## src/rtl/s_mem_arbiter.sv

```systemverilog
// S-memory arbiter: round-robin, non-preemptive ownership of a single-port
// S-memory shared by the init, shuffle and decrypt engines. Read-data valid
// pulses follow each issued read through a one-hot pipeline.
module s_mem_arbiter #(
  parameter int READ_LATENCY = 1
) (
  input  logic        clk,
  input  logic        reset,
  input  logic [2:0]  req,
  input  logic [23:0] req_addr,
  input  logic [23:0] req_wrdata,
  input  logic [2:0]  req_wren,
  output logic [2:0]  gnt,
  output logic [1:0]  owner,
  output logic [2:0]  rd_valid,
  output logic [7:0]  rddata,
  output logic [7:0]  mem_addr,
  output logic [7:0]  mem_wrdata,
  output logic        mem_wren,
  input  logic [7:0]  mem_q
);

  typedef enum logic {IDLE, GRANTED} state_t;

  state_t      state_q, state_d;
  logic [2:0]  gnt_q, gnt_d;
  logic [1:0]  rr_ptr_q, rr_ptr_d;
  logic [1:0]  rr_next;
  logic [2:0]  own_req;
  logic [2:0]  rd_issue;
  logic [READ_LATENCY:1][2:0] vld_pipe_q, vld_pipe_d;

  // First requester in round-robin order starting at ptr; lowest offset wins.
  function automatic logic [2:0] rr_pick(input logic [2:0] r, input logic [1:0] ptr);
    logic [2:0] g;
    logic [1:0] idx;
    g = '0;
    for (int k = 2; k >= 0; k--) begin
      idx = 2'((int'(ptr) + k) % 3);
      if (r[idx]) g = 3'b001 << idx;
    end
    return g;
  endfunction

  // Owner still holding its request this cycle (zero when idle or releasing).
  assign own_req  = gnt_q & req;
  // A read issues only while the owner holds req with write disabled.
  assign rd_issue = own_req & ~req_wren;

  // Pointer value that follows the current owner once it releases.
  always_comb begin
    rr_next = 2'd0;
    case (gnt_q)
      3'b001:  rr_next = 2'd1;
      3'b010:  rr_next = 2'd2;
      default: rr_next = 2'd0;
    endcase
  end

  // Grant FSM: grant from idle, hold while owner requests, hand over on release
  // in the same edge so no idle cycle appears between bursts.
  always_comb begin
    state_d  = state_q;
    gnt_d    = gnt_q;
    rr_ptr_d = rr_ptr_q;
    case (state_q)
      IDLE: begin
        if (|req) begin
          gnt_d   = rr_pick(req, rr_ptr_q);
          state_d = GRANTED;
        end
      end
      GRANTED: begin
        if (own_req == 3'b000) begin
          rr_ptr_d = rr_next;
          gnt_d    = rr_pick(req, rr_next);
          state_d  = (|gnt_d) ? GRANTED : IDLE;
        end
      end
      default: begin
        state_d = IDLE;
        gnt_d   = '0;
      end
    endcase
  end

  // Read-valid shift pipeline: stage 1 captures the issue, last stage drives rd_valid.
  always_comb begin
    vld_pipe_d    = vld_pipe_q;
    vld_pipe_d[1] = rd_issue;
    for (int k = 2; k <= READ_LATENCY; k++) vld_pipe_d[k] = vld_pipe_q[k-1];
  end

  // State, grant, pointer and pipeline registers; reset aborts bursts and drops pulses.
  always_ff @(posedge clk) begin
    if (reset) begin
      state_q    <= IDLE;
      gnt_q      <= '0;
      rr_ptr_q   <= 2'd0;
      vld_pipe_q <= '0;
    end else begin
      state_q    <= state_d;
      gnt_q      <= gnt_d;
      rr_ptr_q   <= rr_ptr_d;
      vld_pipe_q <= vld_pipe_d;
    end
  end

  // Memory-side mux: only the owner's slices reach the memory, zero when idle.
  always_comb begin
    mem_addr   = '0;
    mem_wrdata = '0;
    for (int i = 0; i < 3; i++) begin
      if (gnt_q[i]) begin
        mem_addr   |= req_addr[8*i +: 8];
        mem_wrdata |= req_wrdata[8*i +: 8];
      end
    end
  end

  // Write strobe is blocked while reset is high so a dying grant cannot write.
  assign mem_wren = (|(own_req & req_wren)) & ~reset;

  assign gnt      = gnt_q;
  assign owner    = {gnt_q[2] | gnt_q[1], gnt_q[2] | gnt_q[0]};
  assign rd_valid = vld_pipe_q[READ_LATENCY];
  assign rddata   = mem_q;

endmodule
```

## config.mk

```make
export PLATFORM = sky130hd
export DESIGN_NAME = s_mem_arbiter
export DESIGN_NICKNAME = d
export VERILOG_FILES = /design/src/rtl/s_mem_arbiter.sv
export SDC_FILE = /design/constraint.sdc
export NUM_CORES = 1
export LEC_CHECK = 0
export ABC_AREA = 1
export CAP_MARGIN = 30
export CELL_PAD_IN_SITES_DETAIL_PLACEMENT = 1
export CELL_PAD_IN_SITES_GLOBAL_PLACEMENT = 1
export CORE_MARGIN = 2
export CORE_UTILIZATION = 19
export CTS_BUF_LIST = sky130_fd_sc_hd__clkbuf_8
export CTS_CLUSTER_SIZE = 40
export DETAILED_ROUTE_END_ITERATION = 10
export PLACE_DENSITY = 0.86
export SETUP_SLACK_MARGIN = 0.3
export SLEW_MARGIN = 5
export SYNTH_ARGS = -nofsm -noshare
export SYNTH_HDL_FRONTEND = slang
export SYNTH_SLANG_ARGS = --single-unit
export TNS_END_PERCENT = 100
```

## constraint.sdc

```tcl
create_clock -name clk -period 2.3 [get_ports clk]
set_clock_uncertainty 0.2 [all_clocks]
set_input_delay 0.46 -clock clk [delete_from_list [all_inputs] [get_ports clk]]
set_output_delay 0.46 -clock clk [all_outputs]
set_load 0.05 [all_outputs]
```

# After elaboration in Yosys (flattened, before gate mapping)
# Cells that the tools add are included.
# totals
register_bits	9
latchBits	0
ramBits	0
mem_bits_ro	0
input_bits	64
output_inout_bits	33
n_memories	0
# classes
add_sub_neg	4
mul	0
n_div	6
magnitude_cmp	6
eq_ne	4
shift	6
mux	34
bitwise_logic	13
reduce_logical	6
# op_table
op	n
32-bit by 3-bit remainder unit with 32-bit output (second input constant)	4
3-bit by 3-bit remainder unit with 32-bit output (second input constant)	2
8-bit 2-to-1 mux	6
8-bit OR	4
3-bit 2-to-1 mux	10
2-bit by 3-bit less-than comparator with 1-bit output (second input constant)	6
1-bit by 2-bit << shifter with 3-bit output (first input constant)	6
1-bit binary-select mux with 2-bit select	6
3-bit AND	3
1-bit 2-to-1 mux	9
3-bit OR reduction	3
2-bit by 1-bit adder with 3-bit output (second input constant)	2
2-bit by 2-bit adder with 3-bit output (second input constant)	2
3-bit case mux with 2 select lines	1
2-bit case mux with 2 select lines	1
2-bit AND reduction	2
3-bit by 1-bit == test with 1-bit output (second input constant)	1
3-bit by 2-bit == test with 1-bit output (second input constant)	1
3-bit logical NOT	1
3-bit inverter	1
2-bit by 1-bit inequality test with 1-bit output (second input constant)	1
2-bit inequality test (second input constant)	1
1-bit inverter	2
1-bit OR	2
other kinds (2)	2

# Logic depth before layout (Yosys ltp)
# depth
ltp_word	15
depth_mapped	16

# Least setup slack after synthesis
# No wires, ideal clock.
# synth_timing
path_type	register to register
startpoint	register gnt_q[0] (netlist: gnt[0])
endpoint	register gnt_q[2] (netlist: gnt[2])
t_arrival_ns	2.538
required_time_ns	1.991
slack_ns	-0.546
stages_incl_launch_ff	17
path_buffers	1
path_cell_list	dfxtp_1 > buf_2 > inv_1 > nand2_1 > nor2_1 > inv_1 > ha_1 > inv_1 > nand2_1 > nand3_1 > nand2_1 > nand2_1 > nand3_1 > nand3_1 > nand3_1 > nand2_1 > inv_1
# synth_via
elab_chain_len	13
# synth_lines
item	line	source
start: declaration	26	logic [2:0] gnt_q, gnt_d;
start signal: assignment	103	gnt_q <= gnt_d;
3-bit by 2-bit == test with 1-bit output / 3-bit by 1-bit == test with 1-bit output (equally long branches)	53	case (gnt_q)
2-bit case mux with 2 select lines *	53	
net rr_next[1]	28	logic [1:0] rr_next;
2-bit by 2-bit adder with 3-bit output	39	idx = 2'((int'(ptr) + k) % 3);
32-bit by 3-bit remainder unit with 32-bit output	39	
1-bit binary-select mux with 2-bit select	40	if (r[idx]) g = 3'b001 << idx;
1-bit 2-to-1 mux (implied by the code)	40	
3-bit 2-to-1 mux (2 in a row)	40	
3-bit 2-to-1 mux *	40	
3-bit 2-to-1 mux *	74	if (own_req == 3'b000) begin
3-bit 2-to-1 mux *	66	case (state_q)
3-bit 2-to-1 mux *	74	
3-bit case mux with 2 select lines *	66	
# Mark *: on every way through the listed nets, which the timed path passes. The rest lies on a longest branch. The select of a mux whose other input is x is not followed.
# A chain may end at the register's enable or synchronous reset.

# Final worst setup path
# layout_timing
startpoint	register gnt_q[1] (netlist: gnt[1])
endpoint	register gnt_q[2] (netlist: gnt[2])
# layout_via
elab_chain_len	13
# layout_lines
item	line
3-bit by 2-bit == test with 1-bit output / 3-bit by 1-bit == test with 1-bit output (equally long branches)	53
2-bit case mux with 2 select lines	53
2-bit by 2-bit adder with 3-bit output	39
32-bit by 3-bit remainder unit with 32-bit output	39
1-bit binary-select mux with 2-bit select	40
1-bit 2-to-1 mux (implied by the code)	40
3-bit 2-to-1 mux (3 in a row)	40
3-bit 2-to-1 mux	74
3-bit 2-to-1 mux	66
3-bit 2-to-1 mux	74
3-bit case mux with 2 select lines	66
# Several ways; a longest one is shown, not always the timed one. The select of a mux whose other input is x is not followed.

==> results by stage <==
Status:
- The flow ran to the end, and the final reports show no timing, DRC or antenna violations.

Critical path:
- Tracing the worst setup path back leads to its startpoint at gnt[1].
- In this run the worst path has a maximum fanout of 5.
- The end of the worst register-to-register path is gnt[2].
- Data on the critical path arrives at its endpoint at 1960 ps.
- The slowest stage of the critical path belongs to the cell dfxtp_4.
- The launching element type of the critical path is a flop.
- The worst setup path is captured at a flop.
- The number of cells traversed by the worst register-to-register path is 14.
- The source of the worst register-to-register timing path is gnt[1].
- STA puts the critical path data required time at between 2000 and 2500 ps.
- The longest individual stage delay on the worst path is 360 ps.
- By startpoint and endpoint, the worst setup path is classified as flop to flop.
- The critical path goes through inv_6, nand2_8, nor2_4, inv_2, ha_4, inv_4, nand2_4, nand3_4, nand3_1, nand3_1, nand3_2, nand3_2, nand2_1, inv_1.
- The worst setup slack for register-to-register paths is 290 ps.

Finish:
- The growth of design area from synthesis to finish is 104%.
- The register cell area after layout is between 150 and 200 sq um.
- The count of filler cells inserted in the layout is around 840.
- The number of nets in the layout is about 400.
- The antenna cell count is 0.
- The footprint of the multi-input gates is around 1100 sq um.
- Of the cells placed in the final design, the portion with a size suffix greater than 1 is 28.6%.
- The final standard cell utilization of the core is 39.4%.

Timing:
- Measured against its own limit, the worst slew margin works out to between 60 and 70%.
- Of the available clock period, the critical path in the final layout requires 87.4%.
- The slew at the pin with the worst max-slew slack is 508 ps.
- The number of pins exceeding their max-slew limit in the final report was 0.
- Setup repair after global routing could not meet its margin everywhere.
- Setup violations remaining at the end of the flow were counted as 0.
- The highest clock frequency the design can meet is between 400 and 500 MHz.
- The final period demand of the worst path is roughly 2000 ps.
- The final count of hold timing violations was 0.

Drt:
- For this run, design rule violations remaining after detail routing come to 0.
- The first-pass iteration count of the detailed router is 4.
- The detailed router put a total of 2.22 mm of wire on met1.
- Wires add up to slightly below 6 mm.
- The via density per instance is approximately 4.5.
- Detailed routing placed a total of around 220 um of wire on met3.
- Dividing the detail-routed wire length by the instance count gives 14.6 um.
- Signal routing reaches up to met4.
- The met2 layer wire length in the routed design is 3.25 mm.
- Summing over every cut layer, the via total after detailed routing is roughly 1800.
- Once detail routing completed, the nets flagged for antenna violations numbered 0.
- The detailed router finished its first iteration with 38 violations.

Synthesis:
- Yosys instantiated no cell more often than nand2_1.
- Among all flip-flop cells after synthesis, the most frequent one is dfxtp_1.
- Ranked by total cell area, the synthesized netlist is headed by nand2_1 (25%), nand3_1 (21%), dfxtp_1 (14%), ha_1 (8.7%), inv_1 (7.9%).
- A synthesized cell averages between 5 and 6 sq um.
- Sorting the synthesized cells by how often they occur yields nand2_1 (85), nand3_1 (55), inv_1 (27).
- After technology mapping, the gate count stands at between 200 and 250.
- The synthesized design contains 0 enable-type register cells.
- The synthesized design devotes to its leading area cell type 24.7% of total area.
- The mapped cell area is 1290 sq um.
- The share of synthesized flip-flops with an asynchronous set or reset is 0%.
- The synthesized net count is 306.
- The synthesized design contains 9 register bits.
- The cell type with the highest aggregate area in the netlist is nand2_1.
- The post-synthesis sequential area ratio is about 14%.
- The Yosys step of the flow raised 0 warnings.
- The number of different library cells used by synthesis comes to 25.

Min path:
- The cell count of the worst hold path is 2.
- The path class of the tightest hold or removal check is input port to flop.
- The worst hold path begins at req_wren[1].
- The end point of the most critical hold path is rd_valid[1].

Placed design:
- The routability congestion estimate is 0.884.
- Summed over all nets, the half-perimeter wirelength after detailed placement is 4.49 mm.
- The number of buffers added on ports is 80.

Global route:
- In the global route stage, overall resource usage came out at 14.1%.
- The initial antenna violation count was 0.
- The pin count of the biggest net entering global routing is 21.
- The leftover overflow at the end of global routing is 0.
- The number of global-route vias before repair is approximately 1800.
- The global-route wire length before repair is ~8.4 mm.

Power and ir drop:
- The leakage power is around 0.0012 uW.
- The total power is between 3000 and 4000 uW.
- VDD sags by at most between 0.0006 and 0.0007 V.
- The power density over cell area is 1280 nW/um^2.

Floorplanning:
- The core region area is 6680 sq um.
- The count of boundary I/O pins is 97.
- The die is around 86 um wide.
- The overall die height is 86.4 um.
- The floorplan die area is 7460 sq um.
- The initial utilization of the core area, before any placement, comes to around 19%.
- After floorplanning, the core was divided into 30 placement rows.

Clock network:
- The deepest level of the CTS H-tree is 1.
- The clock tree root buffer cell is clkbuf_8.
- Clock-pin slew was measured on the worst setup and hold paths at around 50 ps.
- The CTS buffer count is 3.
- The clock drives 9 sinks.
- In this run the deepest clock path goes through 2 buffers.
- The post-cts hold buffer count is 0.
- TritonCTS built the clock tree.
- Clock latency on the worst-skew pair, taken at its later pin, is 250 ps.

Flow run:
- Max-cap violations in this run came to 0.
## power by group
part / switching (uW) / total [uW] / internal [uW]
clock: 74.3 / 193 / 119
sequential: 57.2 / 267 / 210
combinational: 1710 / 2900 / 1190
## state kept, by name, summed over array words and instances (netlist names)
register  count
rr_ptr_q      2
state_q       1
rd_valid      3
gnt           3
## routing by layer
metal | global-route usage, % | vias up
met5 | 0 | -
met4 | 3.27 | 0
met3 | 2.86 | 8
met2 | 25.9 | 36
met1 | 16.9 | 846
li1 | - | 903
## worst max-delay path, delay by kind of cell, from the launching register on
kind                     cells  cell delay, ps
AND/OR/NAND/NOR              9             800
flip-flops                   1             360
adder cells (fa/ha/maj)      1             310
buffers and inverters        4             240
## worst max path at each step
stage               end  slack, ps  cells after the start
2_1_floorplan   state_q        180                     15
6_report         gnt[2]        290                     14
3_3_place_gp   mem_wren         70                      6
3_5_place_dp     gnt[0]         -3                     10
5_1_grt          gnt[2]        170                     14
4_1_cts        mem_wren        280                      6
## cell usage in the layout (no fill, tap or decap), drive strengths merged
master / netlist / layout
o21ai: 8 / 8
nand4: 1 / 1
o21a: 1 / 1
dfxtp: 9 / 9
nand3: 56 / 56
nor2: 5 / 5
nand3b: 1 / 1
nand2: 87 / 87
a21boi: 1 / 1
buf: 14 / 35
or2: 1 / 1
clkinv: 0 / 1
a211oi: 1 / 1
nor3: 3 / 3
clkdlybuf4s50: 0 / 49
ha: 9 / 9
dlygate4sd2: 0 / 9
a21oi: 4 / 4
clkbuf: 1 / 3
inv: 31 / 31
## through the flow
step	worst slack [ps]	hold WS (ps)	cell area [sq um]	setup TNS (ps)	cells
final	291	341	2640	0	395
after global routing	170	366	2640	0	395
after CTS	282	320	2470	0	393
after detailed placement	-2.91	310	2410	-2.91	385
after global placement	65.2	311	2410	0	385
after floorplan	177	270	1410	0	233
## final cells by class
class / instances / share of cell area, %
Multi-Input combinational cell: 178 / 42.1
Clock inverter: 1 / 0.190
Sequential cell: 9 / 7.26
Clock buffer: 3 / 1.57
Tap cell: 80 / 3.80
Timing Repair Buffer: 93 / 39.9
Inverter: 31 / 5.18
## kinds of logic (layout without fill, tap and decap cells)
kind of cell             Yosys count  count (layout)  share of synthesized area, %
adder cells (fa/ha/maj)            9               9                          8.73
AO/OA/AOI/OAI                     15              15                          8.92
flip-flops                         9               9                          14.0
AND/OR/NAND/NOR                  154             154                          52.3
buffers and inverters             46             128                          16.1
## what timing repair did
item / 4_1_cts / 5_1_grt
pin swaps: 5 / 8
endpoints found under the setup margin: 8 / 6
hold endpoints to repair: 0 / 0
buffers inserted: 4 / 2
gates resized for setup: 11 / 32
Power figures use the tool's default switching activity.
